<file path="src/rtl/hmac_pkg.sv">
// Shared definitions for the HMAC byte feeder: word geometry, tag width, FSM states.
package hmac_pkg;

    localparam int unsigned WORD_BYTES = 4;
    localparam int unsigned TAG_BITS   = 256;

    typedef enum logic [2:0] {
        IDLE,
        START,
        WAIT_READY,
        PACK,
        FINAL,
        WAIT_HASH
    } feeder_state_t;

endpackage

</file>
<file path="src/rtl/hmac_byte_feeder.sv">
// Packs a byte stream into big-endian 32-bit words for a streaming HMAC-SHA256 core
// and captures the resulting tag together with the message byte count.
module hmac_byte_feeder
    import hmac_pkg::*;
#(
    parameter int unsigned LEN_WIDTH = 16
) (
    input  logic                  clk,
    input  logic                  rst_n,

    input  logic                  s_valid,
    output logic                  s_ready,
    input  logic [7:0]            s_data,
    input  logic                  s_last,

    output logic                  hmac_start,
    input  logic                  hmac_ready,
    output logic                  hmac_update,
    output logic [31:0]           hmac_data,
    output logic [2:0]            hmac_bytes_valid,
    output logic                  hmac_finalize,
    input  logic                  hmac_hash_valid,
    input  logic [TAG_BITS-1:0]   hmac_hash,

    output logic                  tag_valid,
    output logic [TAG_BITS-1:0]   tag,
    output logic [LEN_WIDTH-1:0]  msg_len,
    output logic                  busy
);

    feeder_state_t         state;
    logic [1:0]            lane;
    logic [31:0]           word_buf;
    logic [31:0]           word_next;
    logic [LEN_WIDTH-1:0]  len_cnt;
    logic                  accept;

    assign s_ready = (state == PACK);
    assign busy    = (state != IDLE);
    assign accept  = s_valid && s_ready;

    // Lane 0 starts a fresh word so stale bytes never leak into unused low lanes.
    always_comb begin
        word_next = (lane == 2'd0) ? '0 : word_buf;
        case (lane)
            2'd0:    word_next[31:24] = s_data;
            2'd1:    word_next[23:16] = s_data;
            2'd2:    word_next[15:8]  = s_data;
            default: word_next[7:0]   = s_data;
        endcase
    end

    always_ff @(posedge clk or negedge rst_n) begin
        if (!rst_n) begin
            state            <= IDLE;
            lane             <= '0;
            word_buf         <= '0;
            len_cnt          <= '0;
            hmac_start       <= 1'b0;
            hmac_update      <= 1'b0;
            hmac_data        <= '0;
            hmac_bytes_valid <= '0;
            hmac_finalize    <= 1'b0;
            tag_valid        <= 1'b0;
            tag              <= '0;
            msg_len          <= '0;
        end else begin
            hmac_start    <= 1'b0;
            hmac_update   <= 1'b0;
            hmac_finalize <= 1'b0;
            tag_valid     <= 1'b0;

            case (state)
                // Holding off while tag_valid is high guarantees an idle cycle before the next start.
                IDLE: begin
                    if (s_valid && !tag_valid) begin
                        state      <= START;
                        hmac_start <= 1'b1;
                    end
                end
                START: begin
                    len_cnt <= '0;
                    lane    <= '0;
                    state   <= WAIT_READY;
                end
                WAIT_READY: begin
                    if (hmac_ready) begin
                        state <= PACK;
                    end
                end
                PACK: begin
                    if (accept) begin
                        word_buf <= word_next;
                        if (len_cnt != '1) begin
                            len_cnt <= len_cnt + 1'b1;
                        end
                        if (lane == 2'd3 || s_last) begin
                            hmac_update      <= 1'b1;
                            hmac_data        <= word_next;
                            hmac_bytes_valid <= {1'b0, lane} + 3'd1;
                            lane             <= '0;
                        end else begin
                            lane <= lane + 2'd1;
                        end
                        if (s_last) begin
                            state <= FINAL;
                        end
                    end
                end
                FINAL: begin
                    hmac_finalize <= 1'b1;
                    state         <= WAIT_HASH;
                end
                WAIT_HASH: begin
                    if (hmac_hash_valid) begin
                        tag       <= hmac_hash;
                        msg_len   <= len_cnt;
                        tag_valid <= 1'b1;
                        state     <= IDLE;
                    end
                end
                default: state <= IDLE;
            endcase
        end
    end

endmodule

</file>
<file path="config.mk">
export PLATFORM = sky130hd
export DESIGN_NAME = hmac_byte_feeder
export DESIGN_NICKNAME = d
export VERILOG_FILES = /design/src/rtl/hmac_pkg.sv /design/src/rtl/hmac_byte_feeder.sv
export SDC_FILE = /design/constraint.sdc
export NUM_CORES = 1
export LEC_CHECK = 0
export ABC_AREA = 1
export CELL_PAD_IN_SITES_DETAIL_PLACEMENT = 0
export CELL_PAD_IN_SITES_GLOBAL_PLACEMENT = 1
export CORE_MARGIN = 4
export CORE_UTILIZATION = 31
export DETAILED_ROUTE_END_ITERATION = 7
export GPL_TIMING_DRIVEN = 0
export PLACE_DENSITY = 0.82
export SETUP_SLACK_MARGIN = 0.02
export SKIP_CTS_REPAIR_TIMING = 1
export SLEW_MARGIN = 20
export SYNTH_ARGS = -nofsm -noshare
export SYNTH_HDL_FRONTEND = slang
export SYNTH_SLANG_ARGS = --single-unit
</file>
<file path="constraint.sdc">
create_clock -name clk -period 2.31 [get_ports clk]
set_clock_uncertainty 0.2 [all_clocks]
set_input_delay 0.5775 -clock clk [delete_from_list [all_inputs] [get_ports clk]]
set_output_delay 0.5775 -clock clk [all_outputs]
set_load 0.02 [all_outputs]
</file>
==> results of run 1 <==
==> flip-flops by register name, indices dropped and copies added, names as in the netlist <==
signal,count
tag_valid,1
tag,256
msg_len,16
hmac_bytes_valid,3
word_buf,32
hmac_finalize,1
hmac_data,32
hmac_update,1
lane,2
len_cnt,16
state,3
hmac_start,1
==> final cells by class <==
class	instances	share of cell area (%)
multi-input combinational	1190	20.2
clock inverter	4	0.298
tap	607	3.23
sequential	364	38.7
buffer	76	1.82
clock buffer	72	5.81
antenna	4	0.0425
inverter	73	1.18
timing repair buffer	590	28.7
==> power by group through the flow <==
stage	combinational, W	sequential [W]	clock [W]
after floorplan	0.00303	0.0134	0
after global routing	0.0135	0.0108	0.00731
after detailed placement	0.0130	0.0106	0
final	0.0126	0.0104	0.00685
after CTS	0.0131	0.0105	0.00707
after global placement	0.0129	0.0105	0
==> metrics by stage <==
stage	hold slack, ps	instance area [um^2]	total power (W)	utilization (%)	setup slack (ps)
after CTS	-333	22700	0.0307	48.9	-736
after detailed placement	257	21300	0.0236	45.8	-570
after floorplan	81.9	14600	0.0164	-	581
final	261	23500	0.0299	50.7	13.9
after global routing	273	23500	0.0316	50.6	-75.8
after global placement	253	21100	0.0234	45.5	-15920
==> per-layer routing <==
layer | vias to the layer above | GRT usage [%]
met5 | - | 0
met4 | 0 | 5.77
met3 | 104 | 7.19
met2 | 526 | 34.6
met1 | 6330 | 24.7
li1 | 6464 | -
==> worst reg2reg max path: cells and delay by family (launching register included) <==
family | cells | cell delay, ps
buf+inv | 4 | 1000
simple gates | 5 | 450
flops | 1 | 420
==> how the worst min path moves through the flow <==
| stage | from | to | slack (ps) | cells past startpoint |
|---|---|---|---|---|
| 5_1_grt | tag_valid$_DFF_PN0_ | hmac_start$_DFF_PN0_ | 270 | 1 |
| 2_1_floorplan | rst_n | hmac_bytes_valid[0]$_DFFE_PN0P_ | 80 | 0 |
| 3_3_place_gp | tag[165]$_DFFE_PN0P_ | tag[165]$_DFFE_PN0P_ | 250 | 2 |
| 3_5_place_dp | tag[207]$_DFFE_PN0P_ | tag[207]$_DFFE_PN0P_ | 260 | 2 |
| 4_1_cts | rst_n | tag[202]$_DFFE_PN0P_ | -330 | 1 |
| 6_report | tag[7]$_DFFE_PN0P_ | tag[7]$_DFFE_PN0P_ | 260 | 2 |
==> cell families after synthesis <==
kind of cell	share of synthesized area, %
AO/OA/AOI/OAI	3.46
adder cells (fa/ha/maj)	0.430
XOR/XNOR	0.120
flip-flops	62.6
buffers and inverters	4.77
AND/OR/NAND/NOR	28.7
==> Yosys cell counts, drive strengths merged, types with 3 or more instances <==
master  count
nand2    1025
clkbuf     23
ha          5
nor3        4
inv        70
nor2       41
buf        53
nand3      16
o22ai      24
o21ai      65
clkinv      3
dfrtp     364
a21oi       5
==> results.md, run 1 <==
- Status: finished, final reports clean
- Post-synth ARST share: 100%
- IO Pins: 583
- Max layer used: met4
- Cell Int Power: 0.0186 W
- # H-tree levels: 2
- LEAKAGE: 15.3 nW
- Syn_area_per_cell: 8.55 um^2
- Routed Antenna Nets: 0
- Worst setup path class: flip-flop to output pin
- Biggest area consumer among synthesized cells: dfrtp_1
- Max transition margin: 63.7%
- WL per Instance: 18.2 um
- Commonest non-fill, non-tap cell in the layout: nand2_1
- Most frequent cells in the layout: nand2_1, dfrtp_1, dlymetal6s2s_1, clkdlybuf4s50_1, inv_1
- Area of the core: 46500 um^2
- Max stage delay cell, worst path: dfrtp_1
- Largest delay share family, worst path: flip-flops
- Worst path arrival time: 1520 ps
- Final Max Slew Viols: 0
- Synthesized Nets: 1978
- Full die area: 50500 um^2
- Reg-to-reg critical path startpoint: state[0]$_DFFE_PN0P_
- Net Sw Power: 0.0113 W
- WL met2: 26.5 mm
- Total global-route track usage: 20.4%
- Overflow after GRT: 0
- Reg-to-reg slack, setup: 180 ps
- Met1 Wirelength: 21.3 mm
- Routed via count: 13424
- Switch share: 37.8%
- Number of global-route vias before repair: 13490
- Post-Syn Instances: 1703
- Largest net degree at the start of global routing: 96
- Layout area overhead: 61.6%
- Sequential Area: 9110 um^2
- Clock Power Share: 22.9%
- Final Non-Filler Cells: 2980
- Distinct cells, synth: 26
- Crit path to: s_ready
- Final WL: 54.3 mm
- CP Max Fanout: 10
- FF-to-FF path depth: 9
- Data required time of the critical path: 1530 ps
- Min cycle time layout: 2300 ps
- Worst hold path class: flip-flop to flip-flop
- Hold Vio Cnt, Final: 0
- Combinational power share: 42.1%
- Routability Congestion: 0.888
- Root buffer cell: clkbuf_16
- Initial core utilization: 31.3%
- Final period utilization: 99.4%
- Part of the Yosys area used for sequential elements: 62.6%
- Post-synth top area share: 62.6%
- FF-to-FF End: tag[154]$_DFFE_PN0P_
- Max Cap Viol: 0
- Startpoint types: flip-flop
- Reg clk slew, reported paths: 50 ps
- First-pass GRT wire length: 80.2 mm
- CP cell instances: nand2_2, nor2_4, buf_6, buf_6
- Yosys reg bits: 364
- Crit-path max cell delay: 410 ps
- Floorplan row count: 79
- Antenna violations before repair: 6
- Mapped Area: 14600 um^2
- Multi-input gate area: 4760 um^2
- Unrepaired setup endpoints after global routing: true
- Flop pwr share: 34.9%
- Initial DRC count: 766
- Nets@finish: 2613
- Critical path origin: state[0]$_DFFE_PN0P_
- Worst vdd ir: 0.000713 V
- Die W: 225 um
- Top_reg_cell synth: dfrtp_1
- Fraction of layout cells with a size suffix above 1: 6.08%
- Placed Cells: 2896
- DR WL met3: 4.79 mm
- Post-synth EDFFs: 0
- CP Depth: 4
- Area contributors post-synth: dfrtp_1, nand2_1, o21ai_0, inv_1, buf_2
- Cell mode on critical path: buf_6
- Die Span Y: 225 um
- Drt pass-1 iters: 5
- CTS buffer count: 43
- Crit. End Element: output pin
- Least-Margin Pin Slew: 544 ps
- Setup TNS: 0 ps
- Later-pin clock latency in the skew report: 550 ps
- Filler Cell Count: 4388
- Finish-stage setup viols: 0
- Sink Count: 364
- Deepest clock path buffer count: 3
- PwrDens: 1270 nW/um^2
- Achievable Freq: 436 MHz
- Post-detail-place hpwl: 41.4 mm
- Vias per inst: 4.50
- Ys Warns: 0
- CP Buf/Inv Count: 2
- CTS tree: built
- # DRC: 0
- Number of port buffers: 582
No activity file was read; power rests on OpenSTA's default activity.
==> inputs of run 2 (changes only) <==
==> constraint.sdc (replaced) <==
create_clock -name clk -period 2.31 [get_ports clk]
set_clock_uncertainty 0.2 [all_clocks]
set_input_delay 0.462 -clock clk [delete_from_list [all_inputs] [get_ports clk]]
set_output_delay 0.462 -clock clk [all_outputs]
set_load 0.02 [all_outputs]
==> run 2 against run 1 <==
Compared with the run above:
- the flow now finishes with violations (negative setup slack)
- wire length fell by 1.5%
- clock power is essentially flat
- first-iteration DRC count up 7.3%
- die area did not move
- sequential share of layout area up 1.2 points
- sequential cell count did not move
- worst hold slack got worse by 92 ps
- maximum frequency shrank 3.7%
- non-clock buffer count fell by 3
- combinational power is essentially flat
- utilization decreased by 1.6 points
- critical endpoint unchanged
- highest routed layer unchanged
==> results.md, run 2 (synthesized netlist as in run 1, its figures left out) <==
- Status: complete, but fails checks
- Failing checks: negative setup slack
- Most frequent cells in the layout: nand2_1, clkdlybuf4s50_1, dfrtp_1, inv_1, o21ai_0
- Root buffer cell: clkbuf_16
- CP cell instances: nand2_1, nor2_4, clkbuf_4, clkbuf_2
- Routed via count: 13321 (-0.77%)
- Vias per inst: 4.47 (-0.67%)
- Overflow after GRT: 0 (unchanged)
- Commonest non-fill, non-tap cell in the layout: nand2_1
- Post-detail-place hpwl: 41.4 mm (unchanged)
- Max transition margin: 65.6% (+1.8 points)
- Filler Cell Count: 4469 (+1.8%)
- Most flops, register: tag
- Worst hold slack: 169 ps (-91.6 ps)
- Slack of the critical path: -73.6 ps (-87.5 ps)
- Die Span Y: 225 um (unchanged)
- Worst setup path class: flip-flop to output pin
- Sink Count: 364 (unchanged)
- Max reg flops: 256 (unchanged)
- PwrDens: 1330 nW/um^2 (+4.5%)
- Antenna violations before repair: 6 (unchanged)
- Final WL: 53.5 mm (-1.5%)
- Pre-CTS WS: -454 ps (+115 ps)
- Sequential Area: 9110 um^2 (about the same)
- Startpoint types: flip-flop
- CTS buffer count: 43 (unchanged)
- Max Cap Viol: 0 (unchanged)
- Final Max Slew Viols: 0 (unchanged)
- WL per Instance: 18.0 um (-1.4%)
- Worst path arrival time: 1720 ps (+200 ps)
- Hold Vio Cnt, Final: 0 (unchanged)
- First-pass GRT wire length: 80.2 mm (unchanged)
- Number of global-route vias before repair: 13490 (unchanged)
- Largest net degree at the start of global routing: 96 (unchanged)
- Crit. End Element: output pin
- Nets@finish: 2610 (-0.11%)
- Worst vdd ir: 0.000735 V (+3.1%)
- Least-Margin Pin Slew: 517 ps (-27.5 ps)
- Die W: 225 um (unchanged)
- Initial core utilization: 31.3% (unchanged)
- Total global-route track usage: 20.4% (unchanged)
- LEAKAGE: 11.5 nW (-24%)
- Crit-path max cell delay: 400 ps (about the same)
- Later-pin clock latency in the skew report: 540 ps (about the same)
- Data required time of the critical path: 1650 ps (+120 ps)
- CP Max Fanout: 10 (unchanged)
- Fraction of layout cells with a size suffix above 1: 5.83% (-0.25 points)
- Number of port buffers: 582 (unchanged)
- Biggest regs: tag (256), hmac_data (32), word_buf (32)
- Final period utilization: 103% (+3.8 points)
- Drt pass-1 iters: 5 (unchanged)
- Initial DRC count: 822 (+7.3%)
- Deepest clock path buffer count: 3 (unchanged)
- Final core occ: 49.1% (-1.6 points)
- Power after layout: 0.0302 W (+1.3%)
- Multi-input gate area: 4760 um^2 (about the same)
- Max stage delay cell, worst path: dfrtp_1
- Full die area: 50500 um^2 (unchanged)
- Worst hold path class: primary input to async pin
- CTS tree: built
- # DRC: 0 (unchanged)
- Finish-stage setup viols: 1 (+1)
- IO Pins: 583 (unchanged)
- Setup TNS: -73.6 ps (-73.6 ps)
- Floorplan row count: 79 (unchanged)
- Reg clk slew, reported paths: 50 ps (about the same)
- Layout area overhead: 56.6%
- Unrepaired setup endpoints after global routing: true
- Routed Antenna Nets: 0 (unchanged)
- Min cycle time layout: 2380 ps (+87.5 ps)
- Routability Congestion: 0.888 (unchanged)
- Area of the core: 46500 um^2 (unchanged)
- # H-tree levels: 2 (unchanged)
- Achievable Freq: 420 MHz (-3.7%)
run 2: report_power, final:
| group | switching (W) | total (W) | internal, W |
|---|---|---|---|
| clock network | 0.00262 | 0.00685 | 0.00422 |
| logic | 0.00721 | 0.0129 | 0.00566 |
| registers | 0.00145 | 0.0105 | 0.00905 |
| total | 0.0113 | 0.0302 | 0.0189 |
run 2: metrics by stage:
step,std cells,instance area [um^2]
4_1_cts,2972,22700
3_5_place_dp,2896,21300
5_1_grt,2974,22800
3_3_place_gp,2892,21100
2_1_floorplan,1703,14600
6_report,2977,22800
run 2: path summary, 6_finish.rpt:
path | start | endpoint | slack [ps] | cells past startpoint
min in group clk | hmac_hash[74] | tag[74]$_DFFE_PN0P_ | 240 | 3
max reg2reg | len_cnt[1]$_DFFE_PN0P_ | len_cnt[11]$_DFFE_PN0P_ | 190 | 10
max in group asynchronous | rst_n | tag[54]$_DFFE_PN0P_ | 550 | 4
min reg2reg | tag[145]$_DFFE_PN0P_ | tag[145]$_DFFE_PN0P_ | 260 | 2
max | state[0]$_DFFE_PN0P_ | s_ready | -70 | 4
min | rst_n | tag[202]$_DFFE_PN0P_ | 170 | 2
run 2: cell type report:
cell class	instances	share of cell area [%]
Clock inverter	4	0.307
Clock buffer	72	6.00
Buffer	76	1.86
Tap cell	607	3.33
Timing Repair Buffer	587	26.4
Inverter	73	1.21
Antenna cell	4	0.0439
Sequential cell	364	39.9
Multi-Input combinational cell	1190	20.9
run 2: critical path, delay by kind of cell (launching register included):
family | cells | cell delay [ps]
buffers and inverters | 2 | 460
DFF | 1 | 400
and+or+nand+nor | 2 | 330
run 2: per-layer routing:
layer	routed length, um	vias to the layer above	global-route usage [%]
li1	-	6455	-
met1	21200	6287	24.7
met2	26200	491	34.6
met3	4590	88	7.19
met4	1510	0	5.77
met5	0	-	0
==> inputs of run 3 (changes only) <==
--- a/config.mk
+++ b/config.mk
@@ -15,7 +15,7 @@
 export PLACE_DENSITY = 0.82
 export SETUP_SLACK_MARGIN = 0.02
 export SKIP_CTS_REPAIR_TIMING = 1
-export SLEW_MARGIN = 20
+export SLEW_MARGIN = 5
 export SYNTH_ARGS = -nofsm -noshare
 export SYNTH_HDL_FRONTEND = slang
 export SYNTH_SLANG_ARGS = --single-unit
==> run 3 against run 2 <==
Compared with the run above:
- the run ends with negative hold slack, negative setup slack left
- sequential cell count unchanged
- utilization increased by 0.14 points
- via count decreased by 0.40%
- first-iteration DRC count decreased by 11%
- clock power increased by 3.6%
- maximum frequency increased by 0.72%
- total power increased by 0.76%
- sequential share of layout area decreased by 0.11 points
==> results.md, run 3 (synthesized netlist as in run 1, its figures left out) <==
- Most flops, register: tag
- # DRC: 0 (unchanged)
- Reg-to-reg critical path startpoint: state[0]$_DFFE_PN0P_
- Die Span Y: 225 um (unchanged)
- Met1 Use GR: 25.0% (+0.27 points)
- Setup TNS: -56.5 ps (+17.1 ps)
- Antenna violations before repair: 8 (+2)
- GRT met3 Usage: 7.53% (+0.34 points)
- Filler Cell Count: 4498 (+0.65%)
- Largest net degree at the start of global routing: 114 (+19%)
- Nets@finish: 2609 (-0.038%)
- Switch share: 37.3% (about the same)
- Crit. End Element: output pin
- CTS tree: built
- Floorplan row count: 79 (unchanged)
- Die W: 225 um (unchanged)
- WL per Instance: 18.0 um (+0.38%)
- IO Pins: 583 (unchanged)
- CP Max Fanout: 10 (unchanged)
- Final Max Slew Viols: 0 (unchanged)
- Biggest regs: tag (256), hmac_data (32), word_buf (32)
- Final WL: 53.7 mm (+0.38%)
- Max transition margin: 58.3% (-7.3 points)
- Placed cell areas: 21200 um^2 (-0.13%)
- Root buffer cell: clkbuf_16
- Routed Antenna Nets: 0 (unchanged)
- Combinational power share: 42.2% (-0.4 points)
- Most frequent cells in the layout: nand2_1, clkdlybuf4s50_1, dfrtp_1, inv_1, o21ai_0
- CTS buffer count: 44 (+2.3%)
- Drt pass-1 iters: 6 (+1)
- Worst hold slack: -315 ps (-484 ps)
- Routability Congestion: 0.888 (unchanged)
- Number of global-route vias before repair: 13379 (-0.82%)
- Post-detail-place hpwl: 41.4 mm (-0.13%)
- Reg-to-reg slack, setup: 200 ps (about the same)
- Initial DRC count: 731 (-11%)
- Worst hold path class: primary input to async pin
- # H-tree levels: 2 (unchanged)
- Hold Vio Cnt, Final: 74 (+74)
- Layout area overhead: 57.0%
- Failing checks: negative hold slack, negative setup slack
- Finish-stage setup viols: 1 (unchanged)
- Data required time of the critical path: 1650 ps (about the same)
- Later-pin clock latency in the skew report: 560 ps (+20 ps)
- Number of port buffers: 582 (unchanged)
- Vias per inst: 4.46 (-0.40%)
- Max Cap Viol: 0 (unchanged)
- Fraction of layout cells with a size suffix above 1: 6.00% (+0.17 points)
- Achievable Freq: 423 MHz (+0.72%)
- Clock Power Share: 23.3% (+0.6 points)
- Worst path arrival time: 1700 ps (-20 ps)
- Power after layout: 0.0305 W (+0.76%)
- PwrDens: 1330 nW/um^2 (+0.48%)
- Total global-route track usage: 20.5% (+0.055 points)
- First-pass GRT wire length: 80.5 mm (+0.28%)
- Reg clk slew, reported paths: 50 ps (about the same)
- Startpoint types: flip-flop
- Sink Count: 364 (unchanged)
- Status: complete, but fails checks
- FF-to-FF path depth: 9 (-1)
- Routed via count: 13268 (-0.40%)
- Flop pwr share: 34.5% (-0.2 points)
- Min cycle time layout: 2370 ps (-17.1 ps)
- Deepest clock path buffer count: 3 (unchanged)
- Full die area: 50500 um^2 (unchanged)
- Max reg flops: 256 (unchanged)
- Slack of the critical path: -56.5 ps (+17.1 ps)
- Routing usage on met2: 34.0% (-0.62 points)
- FF-to-FF End: tag[153]$_DFFE_PN0P_
- Least-Margin Pin Slew: 626 ps (+109 ps)
- Initial core utilization: 31.3% (unchanged)
- Crit path to: s_ready
- Net Sw Power: 0.0114 W (+0.75%)
- Unrepaired setup endpoints after global routing: true
- Design area: 22900 um^2 (+0.28%)
- Cell Int Power: 0.0191 W (+0.77%)
- Critical path origin: state[0]$_DFFE_PN0P_
- Final period utilization: 102% (-0.74 points)
- Commonest non-fill, non-tap cell in the layout: nand2_1
- Grt peak-use layer: met2
- Worst vdd ir: 0.000952 V (+30%)
- Area of the core: 46500 um^2 (unchanged)
- Worst setup path class: flip-flop to output pin
- Overflow after GRT: 0 (unchanged)
- LEAKAGE: 11.8 nW (+2.3%)
==> run 3: cell types whose count changed in the layout (fill, tap and decap cells not counted), moves of 2 or more <==
| cell | before | now |
|---|---|---|
| bufinv_16 | 2 | 4 |
| clkbuf_1 | 33 | 31 |
| clkbuf_8 | 14 | 12 |
| clkdlybuf4s50_1 | 549 | 531 |
| dlymetal6s2s_1 | 31 | 49 |
| inv_6 | 0 | 2 |
==> run 3: layout make-up <==
type / instances / area [um^2] / area share [%]
diodes: 4 / 10.0 / 0.0438
well taps: 607 / 759 / 3.32
clock buffers: 68 / 1330 / 5.83
repair buffers: 585 / 6030 / 26.4
clock inverters: 10 / 160 / 0.700
plain buffers: 76 / 424 / 1.85
flip-flops and latches: 364 / 9110 / 39.8
multi-input cells: 1190 / 4760 / 20.8
inverters: 73 / 277 / 1.21
==> run 3: through the flow <==
stage               utilization [%]  setup slack (ps)  hold slack (ps)  instances
floorplan                         -               581            -33.6       1703
global placement               45.5            -15810              253       2892
finish                         49.2             -56.5             -315       2977
global route                   49.2              -163             -313       2975
detailed placement             45.7              -457              257       2895
CTS                            48.9              -637             -318       2973
==> run 3: worst min path at each step <==
stage | startpoint | endpoint | slack (ps)
2_1_floorplan | rst_n | hmac_bytes_valid[0]$_DFFE_PN0P_ | -30
6_report | rst_n | tag[196]$_DFFE_PN0P_ | -310
3_3_place_gp | tag[165]$_DFFE_PN0P_ | tag[165]$_DFFE_PN0P_ | 250
3_5_place_dp | tag[72]$_DFFE_PN0P_ | tag[72]$_DFFE_PN0P_ | 260
5_1_grt | rst_n | tag[196]$_DFFE_PN0P_ | -310
4_1_cts | rst_n | tag[190]$_DFFE_PN0P_ | -320
==> run 3: worst max-delay path: stages, from the launching register on <==
cell	delay, ps
dfrtp_1	410
nand2_1	140
nor2_4	190
buf_4	220
clkbuf_2	200
==> run 3: power by group through the flow <==
stage,Clock [W],Sequential (W),Combinational [W]
2_1_floorplan,0,0.0134,0.00303
3_3_place_gp,0,0.0105,0.0129
3_5_place_dp,0,0.0106,0.0130
4_1_cts,0.00729,0.0105,0.0131
5_1_grt,0.00758,0.0108,0.0138
6_report,0.00710,0.0105,0.0128
==> run 3: layer usage <==
metal	up-vias	share of wire [%]
met2	464	48
met1	6265	40
met3	82	8.8
li1	6453	-
met5	-	0.050
met4	4	2.8
